<file path="src/rtl/ex_mem_latch.sv">
// rtl/ex_mem_latch.sv - EX/MEM pipeline register with stall, flush, sticky halt and instruction counter
// Optional store-data bypass from writeback is enabled with `define EX_MEM_BYPASS_EN.
module ex_mem_latch #(
  parameter int DATA_W = 16,
  parameter int REG_W  = 3,
  parameter int CNT_W  = 16
) (
  input  logic              clk,
  input  logic              rst,
  input  logic              stall,
  input  logic              flush,
  input  logic              valid_in,
  input  logic [DATA_W-1:0] aluOut_in,
  input  logic [DATA_W-1:0] writeData_in,
  input  logic              memWrite_in,
  input  logic              memRead_in,
  input  logic              regWrite_in,
  input  logic [REG_W-1:0]  writeReg_in,
  input  logic              halt_in,
`ifdef EX_MEM_BYPASS_EN
  input  logic              wb_regWrite,
  input  logic [REG_W-1:0]  wb_writeReg,
  input  logic [DATA_W-1:0] wb_data,
  input  logic [REG_W-1:0]  storeReg_in,
`endif
  output logic              valid_out,
  output logic [DATA_W-1:0] aluOut,
  output logic [DATA_W-1:0] writeData,
  output logic              memWrite,
  output logic              memRead,
  output logic              regWrite,
  output logic [REG_W-1:0]  writeReg,
  output logic              halt,
  output logic              conflict,
  output logic [CNT_W-1:0]  instr_cnt
);

  logic [DATA_W-1:0] store_data;
  logic              do_load;

  // A store whose source register is being written back this cycle takes the fresh value.
  always_comb begin
    store_data = writeData_in;
`ifdef EX_MEM_BYPASS_EN
    if (memWrite_in && wb_regWrite && (wb_writeReg == storeReg_in))
      store_data = wb_data;
`endif
  end

  assign do_load = !flush && valid_in;

  always_ff @(posedge clk) begin
    if (rst) begin
      valid_out <= 1'b0;
      aluOut    <= '0;
      writeData <= '0;
      memWrite  <= 1'b0;
      memRead   <= 1'b0;
      regWrite  <= 1'b0;
      writeReg  <= '0;
      halt      <= 1'b0;
      conflict  <= 1'b0;
      instr_cnt <= '0;
    end else if (!halt && !stall) begin
      if (do_load) begin
        valid_out <= 1'b1;
        aluOut    <= aluOut_in;
        writeData <= store_data;
        memWrite  <= memWrite_in;
        // Simultaneous read and write: the store wins and the clash is flagged.
        memRead   <= memRead_in && !memWrite_in;
        regWrite  <= regWrite_in;
        writeReg  <= writeReg_in;
        halt      <= halt_in;
        conflict  <= memRead_in && memWrite_in;
        if (instr_cnt != {CNT_W{1'b1}})
          instr_cnt <= instr_cnt + 1'b1;
      end else begin
        valid_out <= 1'b0;
        aluOut    <= '0;
        writeData <= '0;
        memWrite  <= 1'b0;
        memRead   <= 1'b0;
        regWrite  <= 1'b0;
        writeReg  <= '0;
        halt      <= 1'b0;
        conflict  <= 1'b0;
      end
    end
  end

endmodule

</file>
<file path="config.mk">
export PLATFORM = sky130hd
export DESIGN_NAME = ex_mem_latch
export DESIGN_NICKNAME = d
export VERILOG_FILES = /design/src/rtl/ex_mem_latch.sv
export SDC_FILE = /design/constraint.sdc
export NUM_CORES = 1
export LEC_CHECK = 0
export ABC_AREA = 1
export CAP_MARGIN = 20
export CORE_MARGIN = 2
export CORE_UTILIZATION = 35
export DETAILED_ROUTE_END_ITERATION = 12
export DONT_BUFFER_PORTS = 1
export GPL_ROUTABILITY_DRIVEN = 0
export SLEW_MARGIN = 20
export SYNTH_ARGS = -nofsm -noshare
export SYNTH_HDL_FRONTEND = slang
export SYNTH_SLANG_ARGS = --single-unit
</file>
<file path="constraint.sdc">
create_clock -name clk -period 1.44 [get_ports clk]
set_input_delay 0.072 -clock clk [delete_from_list [all_inputs] [get_ports clk]]
set_output_delay 0.072 -clock clk [all_outputs]
set_load 0.005 [all_outputs]
</file>
# --- After elaboration in Yosys (flattened, before gate mapping) ---
# Index checks and enable logic that the tools add are counted.
# Widths: inputs -> output; s select.
classes:
  muxes: 9
  n_eq_ne: 1
  n_reduce_logical: 9
  addsub: 1
op_table:
  columns: ["op", "count"]
  rows:
  - ["$mux 16", 2]
  - ["$add 16x1->16 const B", 1]
  - ["$ne 16x16->1 const B", 1]
  - ["$mux 1", 6]
  - ["$logic_and 1x1->1", 4]
  - ["$logic_not 1->1", 4]
  - ["$mux 3", 1]
  - ["$reduce_and 3->1", 1]
word_totals:
  input_bits: 44
  regBits: 57
  wordCells: 30

# --- Longest topological paths before layout ---
# Gate-level depths: netlist of the first run.
depth:
  word_depth: 3
  ltp_mapped: 10

# --- Worst setup path after synthesis of the first run ---
# Ideal clock, no wire load.
synth_timing:
  path_kind: "register to register"
  startpoint: "register instr_cnt[0]"
  endpoint: "register instr_cnt[0]"
  n_path_buf: 0
  required_time_ps: 1321
  setup_ps: 119
  arrival_ps: 1302
  path_slack_ps: 20
  stages_incl_launch_ff: 9
  path_cell_list: "dfxtp_1 -> ha_1 -> nand2_1 -> nor2_4 -> nand2_1 -> nor2_4 -> nor2_1 -> o21ai_1 -> nor2_1"
synth_via:
  elab_chain_len: 2
  word_cells_on_any_way: 3
  cone_classes: "add/sub: 1; eq/ne: 1; reduce/logical: 1"
synth_rtl:
  columns: ["element", "line", "text"]
  rows:
  - ["from (decl)", "35", "output logic [CNT_W-1:0] instr_cnt"]
  - ["from (signal assigned)", "77", "instr_cnt <= instr_cnt + 1'b1;"]
  - ["parallel branches: the longest is 2 deep, another holds $add 16x1->16", null, null]
# Parallel ways; which one is timed is not known.
# A chain may end at the register's enable or synchronous reset.

# --- Worst setup path after layout of the first run ---
layout_timing:
  startpoint: "register instr_cnt[1]"
  endpoint: "register instr_cnt[14]"
# The elaborated chain is that of the path after synthesis.

==> flow_summary.ini, run 1 <==
[run_status]
run_status = finished clean

[finish]
fin_util = 0.494
fill_cells = 637
antenna_cells = 0
syn2layout_area_growth_pct = 38.2
layout-drive-gt1-share = 0.165
final_nets = 435

[clock_tree]
numCtsBuffers = 9
cts_max_path_buffers = 2
h-tree-depth = 3
clock_latency_ns = 0.34
cts_root_buf = clkbuf_8
cts_tree = done
clkSinkCount = 57
path_clk_slew_ns = 0.07

[sta]
period_needed_ns = 1.37
fin_setup_tns_ns = 0
setup_viol = 0
rsz0062_at_grt = true
tightest_slew_ns = 0.466
final_max_slew_viol_count = 0
fin_crit_sh = 0.950
hold_viol_final = 0
slew_headroom = 0.689
setup_ws_ns = 0.0724
fmax_mhz = 731
finalClockSkew_ns = 0.00669

[route]
ant_nets = 0
vias = 2376
wire_per_inst_um = 14.2
drc = 0
firstDrtPassIters = 5
drt-vias-per-instance = 5.00
drt_wl_total_mm = 6.74
drt_iter0_drc = 88

[global_routing]
grt_usage = 0.180
antenna_found_initial = 0
grt_pass1_vias = 2334
grt_max_degree = 44
grt_remaining_overflow = 0
grt_pass1_wl_mm = 10.6

[synth]
synth-main-ff-cell = dfxtp_1
synth_top_area_cell = dfxtp_1
ys_warn_count = 0
synth-edff-count = 0
syn_area_sq_um = 2400
avgSynthCellArea_sq_um = 7.13
yosysMostFrequentCell = nand2_1
synth.cells.most_frequent = 117 x nand2_1, 57 x dfxtp_1, 52 x a21oi_1, 35 x nor2_1, 18 x nand3_1
ys_ff_latch = 57
postSynthCellCount = 337
netlist_top_cells_area = dfxtp_1 47%, nand2_1 18%, a21oi_1 11%, nor2_1 5.5%, nand3_1 3.7%
synth.top_cell.area_share = 0.475
yosysUniqueCellTypes = 22
synthArstFlopShare = 0
mappedNetlistNets = 382
seq_area_frac_synth = 0.475

[worst_setup_path]
start_kind = flop
crit_arrival_ns = 1.60
critPathTopFamily = simple AND/OR/NAND/NOR gates
crit_chain = ha_4 > nand3_1 > nor2_2 > nand2_1 > nor2_1 > nand3_1 > nand2_1 > nor2_1
crit_type = flop to flop
path_max_fanout = 3
cp_slowest_cell = dfxtp_2
critPathRequiredTime_ns = 1.67
max_stage_delay_ns = 0.36
end_kind = flop
crit_buf_inv = 0

[power_and_ir_drop]
clkPwrFrac = 0.518
swShare = 0.217
pwr_density_cell_nw_per_um2 = 1180
ir_drop_v = 0.000674
p_comb_frac = 0.064
p_int_mw = 3.06
p_leak_nw = 1.27
pwr-share-seq = 0.418
switchingPower_mw = 0.849

[min_path]
hp-class = input port to flop

[placement]
place_hpwl_mm = 4.11
pre_cts_ws_ns = -0.00397
portBuffers = 0

[floorplanning]
core_sq_um = 6720
fp.dieH_um = 86.9
die_x_um = 86.9
initial_core_util = 0.358
pin_count = 101
rows = 30
dieArea_sq_um = 7550

[run]
max_cap_violations = 0
repair_timing:
item,CTS,global route
gates cloned,0,0
hold endpoints to repair,43,0
resized for setup,2,20
hold buffers,40,0
pin swaps,2,4
buffers inserted,0,1
setup endpoints to repair,2,17
power groups by stage:
| stage | registers [mW] | clock network [mW] | logic, mW |
|---|---|---|---|
| finish | 1.63 | 2.03 | 0.249 |
| global route | 1.64 | 2.14 | 0.276 |
| CTS | 1.63 | 2.07 | 0.237 |
| detailed placement | 1.67 | 0 | 0.127 |
| global placement | 1.67 | 0 | 0.124 |
| floorplan | 1.66 | 0 | 0.109 |
cell type report:
cell class / instances / area (sq um) / area share
clock inverters: 7 / 143 / 0.0429
flip-flops and latches: 57 / 1150 / 0.345
clock buffers: 9 / 124 / 0.0373
well taps: 80 / 100 / 0.0301
multi-input cells: 248 / 1190 / 0.358
inverters: 17 / 63.8 / 0.0192
repair buffers: 57 / 554 / 0.167
cell families (layout without fill, tap and decap cells):
| logic type | count (synthesis) | in the layout | share of synthesized area |
|---|---|---|---|
| and+or+nand+nor | 189 | 189 | 0.339 |
| DFF | 57 | 57 | 0.475 |
| AOI/OAI and AO/OA | 56 | 56 | 0.117 |
| buffers and inverters | 32 | 90 | 0.0567 |
| xor gates and xnor gates | 2 | 2 | 0.00729 |
| adders and majority gates | 1 | 1 | 0.00520 |
path summary, 6_finish.rpt:
path                              start                         end  slack [ns]  cells after the start
min                                 rst      aluOut[6]$_SDFFE_PP0P_        0.03                      2
max           instr_cnt[1]$_SDFFE_PP0P_  instr_cnt[14]$_SDFFE_PP0P_        0.07                      8
max reg2reg   instr_cnt[1]$_SDFFE_PP0P_  instr_cnt[14]$_SDFFE_PP0P_        0.07                      8
min reg2reg  writeData[10]$_SDFFE_PP0P_  writeData[10]$_SDFFE_PP0P_        0.49                      2
per-layer routing:
metal,track usage,up-vias,share of wire
met2,0.291,88,0.48
li1,-,1186,-
met1,0.201,1089,0.40
met4,0.0767,0,0.014
met5,0,-,0
met3,0.0872,13,0.098
placed cells by master, fill, tap and decap left out, types with 3 or more instances in the layout:
cell type | synthesis | layout
a21oi_1 | 52 | 52
buf_4 | 1 | 15
bufinv_16 | 0 | 4
clkbuf_8 | 0 | 9
dfxtp_1 | 57 | 52
dfxtp_2 | 0 | 5
dlygate4sd3_1 | 0 | 39
inv_1 | 16 | 16
nand2_1 | 117 | 115
nand2_2 | 4 | 5
nand3_1 | 18 | 17
nor2_1 | 35 | 28
nor2_2 | 3 | 8
nor2_4 | 4 | 6
o21ai_1 | 4 | 3
registers in the layout, indices dropped and copies added (netlist names):
signal,count
conflict,1
memWrite,1
aluOut,16
instr_cnt,16
valid_out,1
regWrite,1
memRead,1
writeData,16
writeReg,3
halt,1
stage by stage:
| step | cells | area [sq um] | hold WS [ns] | total power, mW |
|---|---|---|---|---|
| after floorplan | 337 | 2400 | 0.216 | 1.77 |
| after global placement | 418 | 2570 | 0.145 | 1.79 |
| after detailed placement | 418 | 2570 | 0.146 | 1.80 |
| after CTS | 474 | 3250 | 0.0131 | 3.94 |
| after global routing | 475 | 3320 | 0.0182 | 4.06 |
| final | 475 | 3320 | 0.0306 | 3.91 |
Note: power is estimated with default switching activity, not from simulation.
==> run 2: changes to the inputs <==
Settings changed: CORE_ASPECT_RATIO from default to 1.2, CORE_MARGIN 2 to 4.
==> flow_summary.ini, run 2 (synthesis gave the netlist of run 1 again) <==
[run_status]
run_status = finished clean

[worst_setup_path]
path_max_fanout = 7
critPathRequiredTime_ns = 1.65
crit_arrival_ns = 1.62
start_kind = flop
end_kind = flop
crit_type = flop to flop
reg2reg_depth = 5

[route]
wire_per_inst_um = 14.4
drt_wl_total_mm = 7.02
drt-vias-per-instance = 4.92
drt_iter0_drc = 67
firstDrtPassIters = 4
drc = 0
ant_nets = 0
vias = 2396

[sta]
fmax_mhz = 711
setup_viol = 0
finalClockSkew_ns = 0.00619
final_max_slew_viol_count = 0
hold_viol_final = 0
rsz0062_at_grt = true
period_needed_ns = 1.41
slew_headroom = 0.691
tightest_slew_ns = 0.463
fin_crit_sh = 0.977

[floorplanning]
core_sq_um = 6570
die_x_um = 83.7
fp.dieH_um = 98.8
initial_core_util = 0.366
dieArea_sq_um = 8260
rows = 32
pin_count = 101

[run]
max_cap_violations = 0

[global_routing]
grt_pass1_vias = 2164
grt_usage = 0.152
grt_pass1_wl_mm = 10.2
antenna_found_initial = 0
grt_remaining_overflow = 0
grt_max_degree = 45

[power_and_ir_drop]
p_leak_nw = 1.30
pwr_density_cell_nw_per_um2 = 996
power.total_mw = 3.35
ir_drop_v = 0.000812

[clock_tree]
clock_latency_ns = 0.33
path_clk_slew_ns = 0.07
clkSinkCount = 57
cts_root_buf = clkbuf_8
cts_max_path_buffers = 2
numCtsBuffers = 9
cts_tree = done
h-tree-depth = 3

[finish]
largestRegisters = aluOut x16, instr_cnt x16, writeData x16
final_nets = 443
final_cell_mix = 112 x nand2_1, 52 x a21oi_1, 51 x dfxtp_1
layout-drive-gt1-share = 0.187
antenna_cells = 0
fin_util = 0.512
final_common_cell = nand2_1
fill_cells = 642
syn2layout_area_growth_pct = 39.8

[placement]
portBuffers = 0
place_hpwl_mm = 4.40

[min_path]
holdPathStages = 2
hp-class = input port to flop
## run 2: final cells by class
| cell class | instances | area [sq um] | area share |
|---|---|---|---|
| Multi-Input combinational cell | 249 | 1220 | 0.364 |
| Inverter | 17 | 63.8 | 0.0190 |
| Tap cell | 85 | 106 | 0.0317 |
| Clock buffer | 10 | 138 | 0.0410 |
| Clock inverter | 5 | 56.3 | 0.0168 |
| Sequential cell | 57 | 1150 | 0.342 |
| Timing Repair Buffer | 64 | 623 | 0.185 |
## run 2: worst paths after layout
check                                     to  slack (ns)                        from
setup / recovery  instr_cnt[10]$_SDFFE_PP0P_        0.03  instr_cnt[10]$_SDFFE_PP0P_
hold / removal             halt$_SDFFE_PP0P_        0.04                         rst
setup reg to reg  instr_cnt[10]$_SDFFE_PP0P_        0.03  instr_cnt[10]$_SDFFE_PP0P_
hold reg to reg       aluOut[8]$_SDFFE_PP0P_        0.49      aluOut[8]$_SDFFE_PP0P_
## run 2: what timing repair did
action | 4_1_cts | 5_1_grt
setup endpoints to repair | 6 | 56
gates resized for setup | 1 | 31
gates cloned | 0 | 1
pin swaps | 0 | 10
setup buffers | 0 | 7
endpoints found under the hold margin | 43 | 43
## run 2: metal layers
layer  wire length (um)  global-route usage  vias up
li1                   -                   -     1199
met1               2720               0.171     1100
met2               3510               0.246       85
met3                663              0.0778       12
met4                122              0.0594        0
met5                  0                   0        -
## run 2: power breakdown
| group | internal, mW | leakage, nW | switching (mW) |
|---|---|---|---|
| clock network | 0.832 | 0.0981 | 0.631 |
| logic | 0.125 | 0.741 | 0.122 |
| registers | 1.61 | 0.464 | 0.0270 |
## run 2: worst max-delay path: stages, from the launching register on
cell	delay, ns
dfxtp_2	0.41
nand2_1	0.11
nor2_4	0.20
nand4_2	0.28
a21oi_1	0.22
nor2_1	0.07
## run 2: through the flow
stage | worst slack, ns | TNS [ns] | area, sq um | instances | hold WS (ns)
2_1_floorplan | 0.0198 | 0 | 2400 | 337 | 0.216
3_3_place_gp | 0.0451 | 0 | 2570 | 424 | 0.145
3_5_place_dp | -0.00718 | -0.00718 | 2570 | 424 | 0.147
4_1_cts | -0.00402 | -0.00402 | 2770 | 439 | -0.223
5_1_grt | -0.0260 | -0.114 | 3360 | 487 | 0.0235
6_report | 0.0336 | 0 | 3360 | 487 | 0.0368
